[config.mk]
export PLATFORM = sky130hd
export DESIGN_NAME = prime_seq_gen
export DESIGN_NICKNAME = d
export VERILOG_FILES = /design/src/rtl/prime_seq_gen.sv
export SDC_FILE = /design/constraint.sdc
export NUM_CORES = 1
export LEC_CHECK = 0
export CORE_MARGIN = 2
export CORE_UTILIZATION = 50
export DETAILED_ROUTE_END_ITERATION = 7
export PLACE_DENSITY_LB_ADDON = 0.2
export SLEW_MARGIN = 15
export SYNTH_ARGS = -nofsm -noshare
export SYNTH_HDL_FRONTEND = slang
export SYNTH_SLANG_ARGS = --single-unit
export TNS_END_PERCENT = 20
[constraint.sdc]
create_clock -name clk -period 6.3 [get_ports clk]
set_input_delay 1.26 -clock clk [delete_from_list [all_inputs] [get_ports clk]]
set_output_delay 1.26 -clock clk [all_outputs]
set_load 0.05 [all_outputs]
[src/rtl/prime_seq_gen.sv]
// prime_seq_gen: sweeps 2..2^WIDTH-1 and emits each prime over valid/ready.
// Primality by trial division where each division is done by repeated subtraction.
module prime_seq_gen #(
    parameter int WIDTH = 4
) (
    input  logic             clk,
    input  logic             rst_n,
    input  logic             start,
    input  logic             ready,
    output logic [WIDTH-1:0] prime,
    output logic             valid,
    output logic             busy,
    output logic             done,
    output logic [WIDTH-1:0] count
);
    typedef enum logic [2:0] {IDLE, TEST, SUB, EMIT, ADV, DONE} state_t;
    localparam logic [WIDTH-1:0] MAX = '1;
    localparam logic [WIDTH-1:0] TWO = WIDTH'(2);
    state_t state_q, state_d;
    logic [WIDTH-1:0] cand_q, cand_d, div_q, div_d, rem_q, rem_d;
    logic [WIDTH-1:0] prime_q, prime_d, count_q, count_d;
    logic valid_q, valid_d, done_q, done_d;
    logic [2*WIDTH-1:0] div_sq;
    assign div_sq = {{WIDTH{1'b0}}, div_q} * {{WIDTH{1'b0}}, div_q};
    always_comb begin
        state_d = state_q;
        cand_d  = cand_q;
        div_d   = div_q;
        rem_d   = rem_q;
        prime_d = prime_q;
        count_d = count_q;
        valid_d = valid_q;
        done_d  = done_q;
        case (state_q)
            IDLE, DONE: if (start) begin
                state_d = TEST;
                cand_d  = TWO;
                div_d   = TWO;
                count_d = '0;
                done_d  = 1'b0;
            end
            TEST: if (div_sq > {{WIDTH{1'b0}}, cand_q}) begin
                state_d = EMIT;
                prime_d = cand_q;
                valid_d = 1'b1;
            end else begin
                rem_d   = cand_q;
                state_d = SUB;
            end
            SUB: if (rem_q >= div_q) begin
                rem_d = rem_q - div_q;
            end else if (rem_q == '0) begin
                state_d = ADV;
            end else begin
                div_d   = div_q + WIDTH'(1);
                state_d = TEST;
            end
            EMIT: if (ready) begin
                valid_d = 1'b0;
                count_d = count_q + WIDTH'(1);
                state_d = ADV;
            end
            ADV: if (cand_q == MAX) begin
                state_d = DONE;
                done_d  = 1'b1;
            end else begin
                cand_d  = cand_q + WIDTH'(1);
                div_d   = TWO;
                state_d = TEST;
            end
            default: state_d = IDLE;
        endcase
    end
    always_ff @(posedge clk) begin
        if (!rst_n) begin
            state_q <= IDLE;
            cand_q  <= TWO;
            div_q   <= TWO;
            rem_q   <= '0;
            prime_q <= '0;
            count_q <= '0;
            valid_q <= 1'b0;
            done_q  <= 1'b0;
        end else begin
            state_q <= state_d;
            cand_q  <= cand_d;
            div_q   <= div_d;
            rem_q   <= rem_d;
            prime_q <= prime_d;
            count_q <= count_d;
            valid_q <= valid_d;
            done_q  <= done_d;
        end
    end
    assign prime = prime_q;
    assign valid = valid_q;
    assign done  = done_q;
    assign count = count_q;
    assign busy  = (state_q != IDLE) && (state_q != DONE);
endmodule

Word level (Yosys, flattened, before mapping)
Index checks and enable logic that the tools add are counted.
W data, S select, Z words.
{ "totals": {"word_cells": 75, "regBits": 25, "out_inout_bits": 11} }
{ "classes": {"muxes": 26, "n_mul": 1, "n_reduce_logical": 18, "addsub": 4, "n_eq_ne": 16, "magnitude_cmp": 2} }
{ "ops": {"columns": ["op", "n"], "rows": [
  ["$mux W4", 9],
  ["$pmux W4 S2", 3],
  ["$ne A2 B2 Y1 const B", 9],
  ["$reduce_and A3 Y1", 6],
  ["$mux W3", 5],
  ["$pmux W3 S5", 1],
  ["$add A4 B1 Y4 const B", 3],
  ["$pmux W4 S3", 1],
  ["$gt A8 B4 Y1", 1],
  ["$mul A4 B4 Y8", 1],
  ["$reduce_bool A2 Y1", 4],
  ["$eq A3 B2 Y1 const B", 2],
  ["$eq A3 B3 Y1 const B", 2],
  ["$reduce_bool A3 Y1", 2],
  ["$mux W1", 5],
  ["$reduce_and A5 Y1", 1],
  ["$eq A4 B4 Y1 const B", 1],
  ["$ge A4 B4 Y1", 1],
  ["$logic_not A4 Y1", 1],
  ["$pmux W1 S2", 2],
  ["$sub A4 B4 Y4", 1],
  ["$eq A3 B1 Y1 const B", 1],
  ["$logic_not A3 Y1", 1],
  ["$ne A3 B3 Y1 const B", 1],
  ["other kinds (3)", 3]
]} }

Depth between registers and ports, before layout
Gate-level depths: netlist of the first run.
{ "logic_depth": {"ltp_word": 4, "ltp_mapped": 9, "mapped_depth_nobuf": 8} }

Worst setup path after synthesis of the first run
Ideal clock, no wire load.
{ "synth_path": {"path_type": "input-to-reg", "start": "input start", "end": "register div_q[3]", "stages": 5, "path_buffers": 0, "setup_ns": 0.070, "arrival_time_ns": 2.283, "slack_ns": 3.947, "cell_sequence": "o21bai_1 > a21oi_2 > o221ai_4 > or3_1 > a21boi_1"} }
{ "synth_between": {"elab_chain_len": 2} }
{ "synth_lines": {"columns": ["item", "line", "rtl"], "rows": [
  ["from (decl)", "8", "input logic start,"],
  ["$ne A2 B2 Y1 (no source line)", null, null],
  ["$reduce_and A5 Y1 (no source line)", null, null],
  ["to (signal assigned)", "87", "div_q <= div_d;"],
  ["to (decl)", "20", "logic [WIDTH-1:0] cand_q, cand_d, div_q, div_d, rem_q, rem_d;"]
]} }
No other way between the ends.
A chain may end at the register's enable or synchronous reset.

Worst setup path in the final report of the first run
{ "layout_path": {"start": "register state_q[2]", "end": "output busy"} }
{ "layout_between": {"elab_chain_len": 2, "word_cells_on_any_way": 3, "cone_classes": "eq/ne (1); reduce/logical (2)"} }
{ "layout_lines": {"columns": ["item", "line", "rtl"], "rows": [
  ["from (decl)", "19", "state_t state_q, state_d;"],
  ["from (signal assigned)", "85", "state_q <= state_d;"],
  ["$ne A3 B3 Y1 or $reduce_bool A3 Y1 (tied branches)", "99", "assign busy = (state_q != IDLE) && (state_q != DONE);"],
  ["$logic_and A1 B1 Y1 *", "99", null],
  ["to (decl)", "12", "output logic busy,"]
]} }
Mark *: on every way between the ends. The rest lies on a longest branch, timed or not.

==> results.ini, run 1 <==
[cells_and_area]
drive_above_1_share_pct = 7.14
nNetsFinal = 216
fin_cells = 240
area_delta_synth_final_pct = 10.1
antenna_cells = 0

[timing]
finalCritPeriodShare_pct = 53.7
slew_headroom_pct = 56.2
setup_viol = 0
setup-tns-final_ps = 0
tightest_slew_ps = 651
rsz0062_at_grt = no
slew_viol_final = 0
hold_violations = 0
fin_ws_ps = 2920
skew_ps = 2.18
final.min_clock_period_ps = 3380
fmax_mhz = 296

[run]
maxCapViolations = 0

[placement]
gp_congestion = 0.804
post-place-ws_ps = 3150
post-place-cells = 236
dp_hpwl_um = 2650
port_buffers = 14

[setup_path]
worstSetupPathType = reg2out
crit_required_ps = 5040
r2r_cells = 8
reg2reg_from = div_q[1]
r2r_end = rem_q[0]
path_max_fanout = 14
cp_data_arrival_time_ps = 2120
reg2reg_setup_slack_ps = 3620
cp-start-kind = flip-flop
end_kind = output pin

[synth]
synth_top_family_by_area = simple AND/OR/NAND/NOR gates
syn_area_per_cell_um2 = 8.69
synth_area_mm2 = 0.00162
yosysWarningCount = 0
synthMuxAreaShare_pct = 5.96
synthArstFlopShare_pct = 0
yosys.area_share.adder_pct = 12.1
synth_compound_area_share_pct = 19.0
ys.flop_type = dfxtp_1
synth_area_leader_cell = dfxtp_1
yosysSeqAreaShare_pct = 31.0
synthXorXnorAreaFrac_pct = 3.79
ys_ff_latch = 25
synth_cell_types = 50
syn_nets = 205
yosys.area_share.simple_pct = 21.6
synth_cells = 186
synth_top_area_share_pct = 31.0
synth.area.top_cells = dfxtp_1 (31%), ha_1 (11%), nand2_1 (4.4%)
synth_edf_count = 0

[status]
run_status = finished, final reports clean

[clock_network]
clock_sinks = 25
cts_resized = 0
cts_max_path_buffers = 2
cts_root_buffer = clkbuf_4
cts.htree.levels = 1
clkTransAtPathRegs_ps = 140
cts_buffers = 3
cts_tree = built
clk_latency_ps = 320
postCtsSetupRepairBufs = 0
ctsHoldBuffers = 0

[global_route]
grt-ovfl-total = 0
grt_max_degree = 15
first_global_vias = 1396
grt.total_usage_pct = 21.9
grt_antenna_before_repair = 0
grt_pass1_wl_um = 6110

[die]
rows = 20
die_x_um = 60.9
start_util_pct = 53.0
fp.dieH_um = 60.9
io_pins = 15
dieArea_mm2 = 0.00370
coreArea_mm2 = 0.00305

[worst_hold_path]
hold_path_class = reg2reg
min_from = valid
whs_endpoint = valid
hold_path_depth = 2

[power_and_ir_drop]
p_per_area_mw_per_mm2 = 385
peakVddDrop_v = 0.000194
p_total_w = 0.000686
leakage_nw = 0.710

[drt]
wl_per_cell_um = 14.2
drtIter0Drc = 45
num_vias = 1356
drc = 0
firstDrtPassIters = 4
viasPerCell = 5.65
wirelength_um = 3420
drtAntennaViolNets = 0

==> through the flow <==
step | hold slack, ps | utilization [%] | area [µm²]
after floorplan | 463 | - | 1620
after global placement | 450 | 57.4 | 1750
after detailed placement | 455 | 57.4 | 1750
after CTS | 477 | 58.3 | 1780
after global routing | 502 | 58.3 | 1780
final | 475 | 58.3 | 1780
==> sequential cells by signal (all words and copies together) (netlist names) <==
register / cells
prime: 4
div_q: 4
valid: 1
cand_q: 4
count: 4
state_q: 3
rem_q: 4
done: 1
==> logic make-up (layout without fill, tap and decap cells) <==
family,count (synthesis),count (layout)
and+or+nand+nor,65,65
AOI/OAI and AO/OA,44,44
DFF,25,25
buffers and inverters,21,31
adders and majority gates,15,15
muxes,9,9
xor gates and xnor gates,7,7
==> per-layer routing <==
| layer | GRT usage (%) | vias to the layer above | wire length (µm) |
|---|---|---|---|
| li1 | - | 680 | - |
| met5 | 0 | - | 0 |
| met4 | 7.76 | 0 | 67 |
| met1 | 27.4 | 637 | 1530 |
| met3 | 4.48 | 7 | 178 |
| met2 | 37.3 | 32 | 1640 |
==> cells in the final DEF (no fill, tap or decap), drive strengths merged, types with 2 or more instances in the layout <==
cell | synthesis | final
a21boi | 3 | 3
a21oi | 12 | 12
a311oi | 3 | 3
a31oi | 2 | 2
a41o | 2 | 2
and2 | 2 | 2
and3 | 2 | 2
clkbuf | 2 | 3
clkdlybuf4s50 | 0 | 14
dfxtp | 25 | 25
ha | 14 | 14
inv | 13 | 13
mux2 | 2 | 2
mux2i | 7 | 7
nand2 | 19 | 19
nand3 | 2 | 2
nand4b | 2 | 2
nor2 | 18 | 18
nor2b | 2 | 2
nor3b | 3 | 3
nor4 | 3 | 3
o211ai | 2 | 2
o21a | 2 | 2
o21ai | 10 | 10
or2 | 3 | 3
or3 | 4 | 4
or3b | 2 | 2
xnor2 | 2 | 2
xor2 | 5 | 5
==> area by class of cell <==
cell class,count,area [µm²]
Sequential cell,25,500
Timing Repair Buffer,14,140
Tap cell,44,55.1
Fill cell,291,1270
Clock inverter,1,5.00
Clock buffer,3,22.5
Inverter,13,48.8
Multi-Input combinational cell,140,1010
==> report_power, final <==
group / internal [W] / total [W] / switching (W)
clock network: 0.0000238 / 0.0000744 / 0.0000505
registers: 0.000185 / 0.000229 / 0.0000447
logic: 0.000150 / 0.000383 / 0.000232
==> cell usage after synthesis (2+ instances only) <==
library cell	n
dfxtp_1	25
nand2_1	19
nor2_1	17
ha_1	14
inv_1	13
a21oi_1	11
o21ai_0	9
mux2i_1	7
xor2_1	5
or3_1	4
a311oi_1	3
buf_6	3
nor3b_1	3
or2_2	3
a21boi_1	2
a31oi_1	2
a41o_1	2
and2_1	2
and3_1	2
buf_2	2
clkbuf_1	2
nand3_1	2
nand4b_1	2
nor2b_1	2
nor4_1	2
o211ai_1	2
o21a_1	2
xnor2_1	2
==> worst max-delay path, stage by stage, from the launching register on <==
cell             delay [ps]
dfxtp_1                 610
xor2_1                  220
or2_2                   160
clkdlybuf4s50_1         800
==> how the worst max path moves through the flow <==
stage                    start  endpoint  cells after the start
detailed placement       start  div_q[3]                      6
floorplan                start  div_q[3]                      5
finish              state_q[2]      busy                      3
global placement         start  div_q[3]                      6
CTS                 state_q[2]      busy                      3
global route        state_q[2]      busy                      3
No activity file was read; power rests on OpenSTA's default activity.
==> run 2: changes to the inputs <==
clock period = 3.4 ns   (was 6.3 ns; I/O delays follow)
==> run 2 against run 1 <==
Compared with the run above: sequential cell count unchanged; non-clock buffer count unchanged; critical path depth is the same; critical path type unchanged; largest power group unchanged.
==> results.ini, run 2 (same netlist as run 1, synthesis figures left out) <==
[global_route]
grt_antenna_before_repair = 0
first_global_vias = 1298
grt_pass1_wl_um = 5750
grt-ovfl-total = 0
grt.total_usage_pct = 20.8
grt_max_degree = 15

[timing]
setup-tns-final_ps = 0
fmax_mhz = 361
setup_viol = 0
slew_headroom_pct = 53.7
final.min_clock_period_ps = 2770
rsz0062_at_grt = no
hold_violations = 0
skew_ps = 4.38
finalCritPeriodShare_pct = 81.6
tightest_slew_ps = 688
slew_viol_final = 0

[power_and_ir_drop]
switching_share_pct = 47.8
leakage_nw = 0.708
p_per_area_mw_per_mm2 = 718
peakVddDrop_v = 0.000370
power_frac_seq_pct = 33.1
p_total_w = 0.00128
p_sw_w = 0.000610
p_int_w = 0.000667
p_comb_share_pct = 56.2
clockPowerShare_pct = 10.6

[drt]
wirelength_um = 3440
drtIter0Drc = 47
firstDrtPassIters = 4
num_vias = 1368
drc = 0
viasPerCell = 5.70
wl_per_cell_um = 14.3
drtAntennaViolNets = 0

[clock_network]
ctsHoldBuffers = 0
cts.htree.levels = 1
cts_tree = built
clkTransAtPathRegs_ps = 130
clk_latency_ps = 320
cts_buffers = 3
cts_max_path_buffers = 2
cts_resized = 0
clock_sinks = 25
cts_root_buffer = clkbuf_4
postCtsSetupRepairBufs = 0

[die]
fp.dieH_um = 60.9
rows = 20
io_pins = 15
die_x_um = 60.9
dieArea_mm2 = 0.00370
start_util_pct = 53.0
coreArea_mm2 = 0.00305

[run]
maxCapViolations = 0

[cells_and_area]
area_delta_synth_final_pct = 10.1
nNetsFinal = 216
final_common_cell = dfxtp_1
drive_above_1_share_pct = 6.63
antenna_cells = 0
final_cell_mix = dfxtp_1 (25), nand2_1 (19), nor2_1 (17), ha_1 (14), clkdlybuf4s50_1 (14)

[placement]
dp_hpwl_um = 2590
gp_congestion = 0.830
port_buffers = 14

[setup_path]
reg2reg_setup_slack_ps = 790
path_max_fanout = 14
reg2reg_from = div_q[1]
cp-start-kind = flip-flop
r2r_end = rem_q[3]
r2r_cells = 8
crit_start = state_q[2]
crit_required_ps = 2720
cp-endpoint = busy
worstSetupPathType = reg2out
end_kind = output pin
cp_data_arrival_time_ps = 2090

[worst_hold_path]
hold_path_class = reg2reg
hold_path_depth = 2

[status]
run_status = finished, final reports clean

## run 2: worst max-delay path, cell delays in order (launching register included)
cell	delay, ps
dfxtp_1	590
xor2_1	220
or2_2	160
clkdlybuf4s50_1	800
## run 2: through the flow
step	instances	util, %	cell area (µm²)	setup WS (ps)	hold slack [ps]
after floorplan	186	-	1620	1120	463
after global placement	236	57.4	1750	863	459
after detailed placement	236	57.4	1750	800	457
after CTS	240	58.3	1780	641	480
after global routing	240	58.3	1780	516	509
final	240	58.3	1780	627	478
## run 2: area by class of cell
cell class / count / area, µm²
fillers: 297 / 1270
inverters: 13 / 48.8
multi-input cells: 140 / 1010
flip-flops and latches: 25 / 500
repair buffers: 14 / 140
clock buffers: 4 / 26.3
well taps: 44 / 55.1
## run 2: worst min path at each step
| stage | start | to | slack (ps) |
|---|---|---|---|
| after detailed placement | valid | valid | 460 |
| final | valid | valid | 480 |
| after global routing | valid | valid | 510 |
| after CTS | valid | valid | 480 |
| after global placement | valid | valid | 460 |
| after floorplan | rem_q[0] | rem_q[0] | 460 |
## run 2: power groups by stage
stage	Clock [W]	Combinational [W]	Sequential [W]
final	0.000136	0.000718	0.000423
after global routing	0.000149	0.000783	0.000432
after CTS	0.000137	0.000720	0.000420
after detailed placement	0	0.000713	0.000426
after global placement	0	0.000697	0.000424
after floorplan	0	0.000580	0.000423
## run 2: metal layers
metal | global-route usage [%] | share of wire (%) | up-vias
met5 | 0 | 0 | -
met4 | 8.39 | 1.8 | 0
met3 | 2.99 | 3.5 | 8
met2 | 33.6 | 48 | 32
met1 | 27.9 | 47 | 650
li1 | - | - | 678
==> run 3: changes to the inputs <==
clock period = 2.88 ns   (was 3.4 ns; I/O delays follow)
==> run 3 against run 2 <==
Compared with the run above: die area unchanged; register-to-register slack worse by 600 ps; clock power up 16%; routed wire length up 0.41%; via count down 0.80%; combinational power up 24%; largest power group unchanged; final cell count up 1.3%; first-iteration DRC count up 34%; worst setup slack worse by 430 ps; total power up 20%; non-clock buffer count up 3; sequential cell count unchanged.
==> results.ini, run 3 (same netlist as run 1, synthesis figures left out) <==
[power_and_ir_drop]
leakage_nw = 0.722
p_per_area_mw_per_mm2 = 849
peakVddDrop_v = 0.000362
p_total_w = 0.00153

[setup_path]
cp-start-kind = flip-flop
worstSetupPathType = reg2reg
r2r_end = rem_q[3]
end_kind = flip-flop
path_cells = ha_1 > ha_1 > ha_1 > or2_2 > o311ai_0 > a41o_1 > a21oi_1 > a311oi_1
reg2reg_from = div_q[1]
reg2reg_setup_slack_ps = 190
cp_data_arrival_time_ps = 2910
cpPeakStageDelay_ps = 520
r2r_cells = 8
crit_required_ps = 3110
path_max_fanout = 11
critPathMostFrequentCell = ha_1
cp_slowest_cell = a41o_1

[timing]
setup_viol = 0
final.min_clock_period_ps = 2690
tightest_slew_ps = 642
finalCritPeriodShare_pct = 93.3
hold_violations = 0
fmax_mhz = 372
setup-tns-final_ps = 0
skew_ps = 11.6
rsz0062_at_grt = no
slew_viol_final = 0
slew_headroom_pct = 56.8

[drt]
drtAntennaViolNets = 0
wl_per_cell_um = 14.2
viasPerCell = 5.58
num_vias = 1357
drtIter0Drc = 63
firstDrtPassIters = 4
wirelength_um = 3450
drc = 0

[global_route]
grt_max_degree = 16
grt_antenna_before_repair = 0
grt-ovfl-total = 0
first_global_vias = 1318
grt.total_usage_pct = 21.2
grt_pass1_wl_um = 5910

[clock_network]
cts_max_path_buffers = 2
ctsHoldBuffers = 0
cts_resized = 0
cts.htree.levels = 1
clkTransAtPathRegs_ps = 140
clk_latency_ps = 320
cts_buffers = 3
postCtsSetupRepairBufs = 0
clock_sinks = 25
cts_tree = built
cts_root_buffer = clkbuf_4

[placement]
port_buffers = 14
dp_hpwl_um = 2650
gp_congestion = 0.823

[cells_and_area]
final_cell_mix = dfxtp_1 (25), nand2_1 (19), nor2_1 (17), ha_1 (14), clkdlybuf4s50_1 (14)
final_common_cell = dfxtp_1
drive_above_1_share_pct = 8.54
nNetsFinal = 219
area_delta_synth_final_pct = 11.7
antenna_cells = 0

[die]
coreArea_mm2 = 0.00305
start_util_pct = 53.0
rows = 20
dieArea_mm2 = 0.00370
die_x_um = 60.9
fp.dieH_um = 60.9
io_pins = 15

[worst_hold_path]
whs_endpoint = valid
hold_path_depth = 2
hold_path_class = reg2reg
min_from = valid

[status]
run_status = finished, final reports clean

[run]
maxCapViolations = 0

## run 3: per-layer routing
metal	part of all wire (%)	vias up	wire length, µm	global-route usage (%)
li1	-	685	-	-
met1	48	631	1670	29.0
met2	47	35	1620	34.3
met3	3.0	6	102	2.77
met4	1.7	0	60	7.76
met5	0	-	0	0
## run 3: cell type report
cell class,instances,area [µm²]
fillers,282,1250
multi-input cells,140,1010
flip-flops and latches,25,500
repair buffers,17,163
well taps,44,55.1
inverters,13,48.8
clock buffers,3,22.5
clock inverters,1,7.51
## run 3: how the worst max path moves through the flow
stage	end	slack, ps	startpoint
floorplan	rem_q[3]	600	div_q[1]
finish	rem_q[3]	190	div_q[1]
global route	rem_q[3]	80	div_q[1]
detailed placement	rem_q[3]	260	div_q[1]
global placement	state_q[0]	400	div_q[1]
CTS	rem_q[3]	230	div_q[1]
## run 3: power breakdown
group | internal (W) | switching (W)
clock | 0.0000529 | 0.000105
sequential | 0.000404 | 0.0000779
combinational | 0.000349 | 0.000544
total | 0.000805 | 0.000727
## run 3: stage by stage
stage          hold slack [ps]  cells  setup slack (ps)  utilization [%]  area [µm²]
6_report                   478    243               194             59.1        1810
5_1_grt                    504    243              78.3             59.1        1810
3_3_place_gp               456    239               398             58.2        1780
3_5_place_dp               460    239               264             58.2        1780
4_1_cts                    481    243               232             59.1        1810
2_1_floorplan              463    186               595                -        1620
## run 3: critical path: cells and delay by family, from the launching register on
family	cells	cell delay, ps
AO/OA/AOI/OAI	4	1020
flip-flops	1	480
AND/OR/NAND/NOR	1	300
adder cells (fa/ha/maj)	3	790
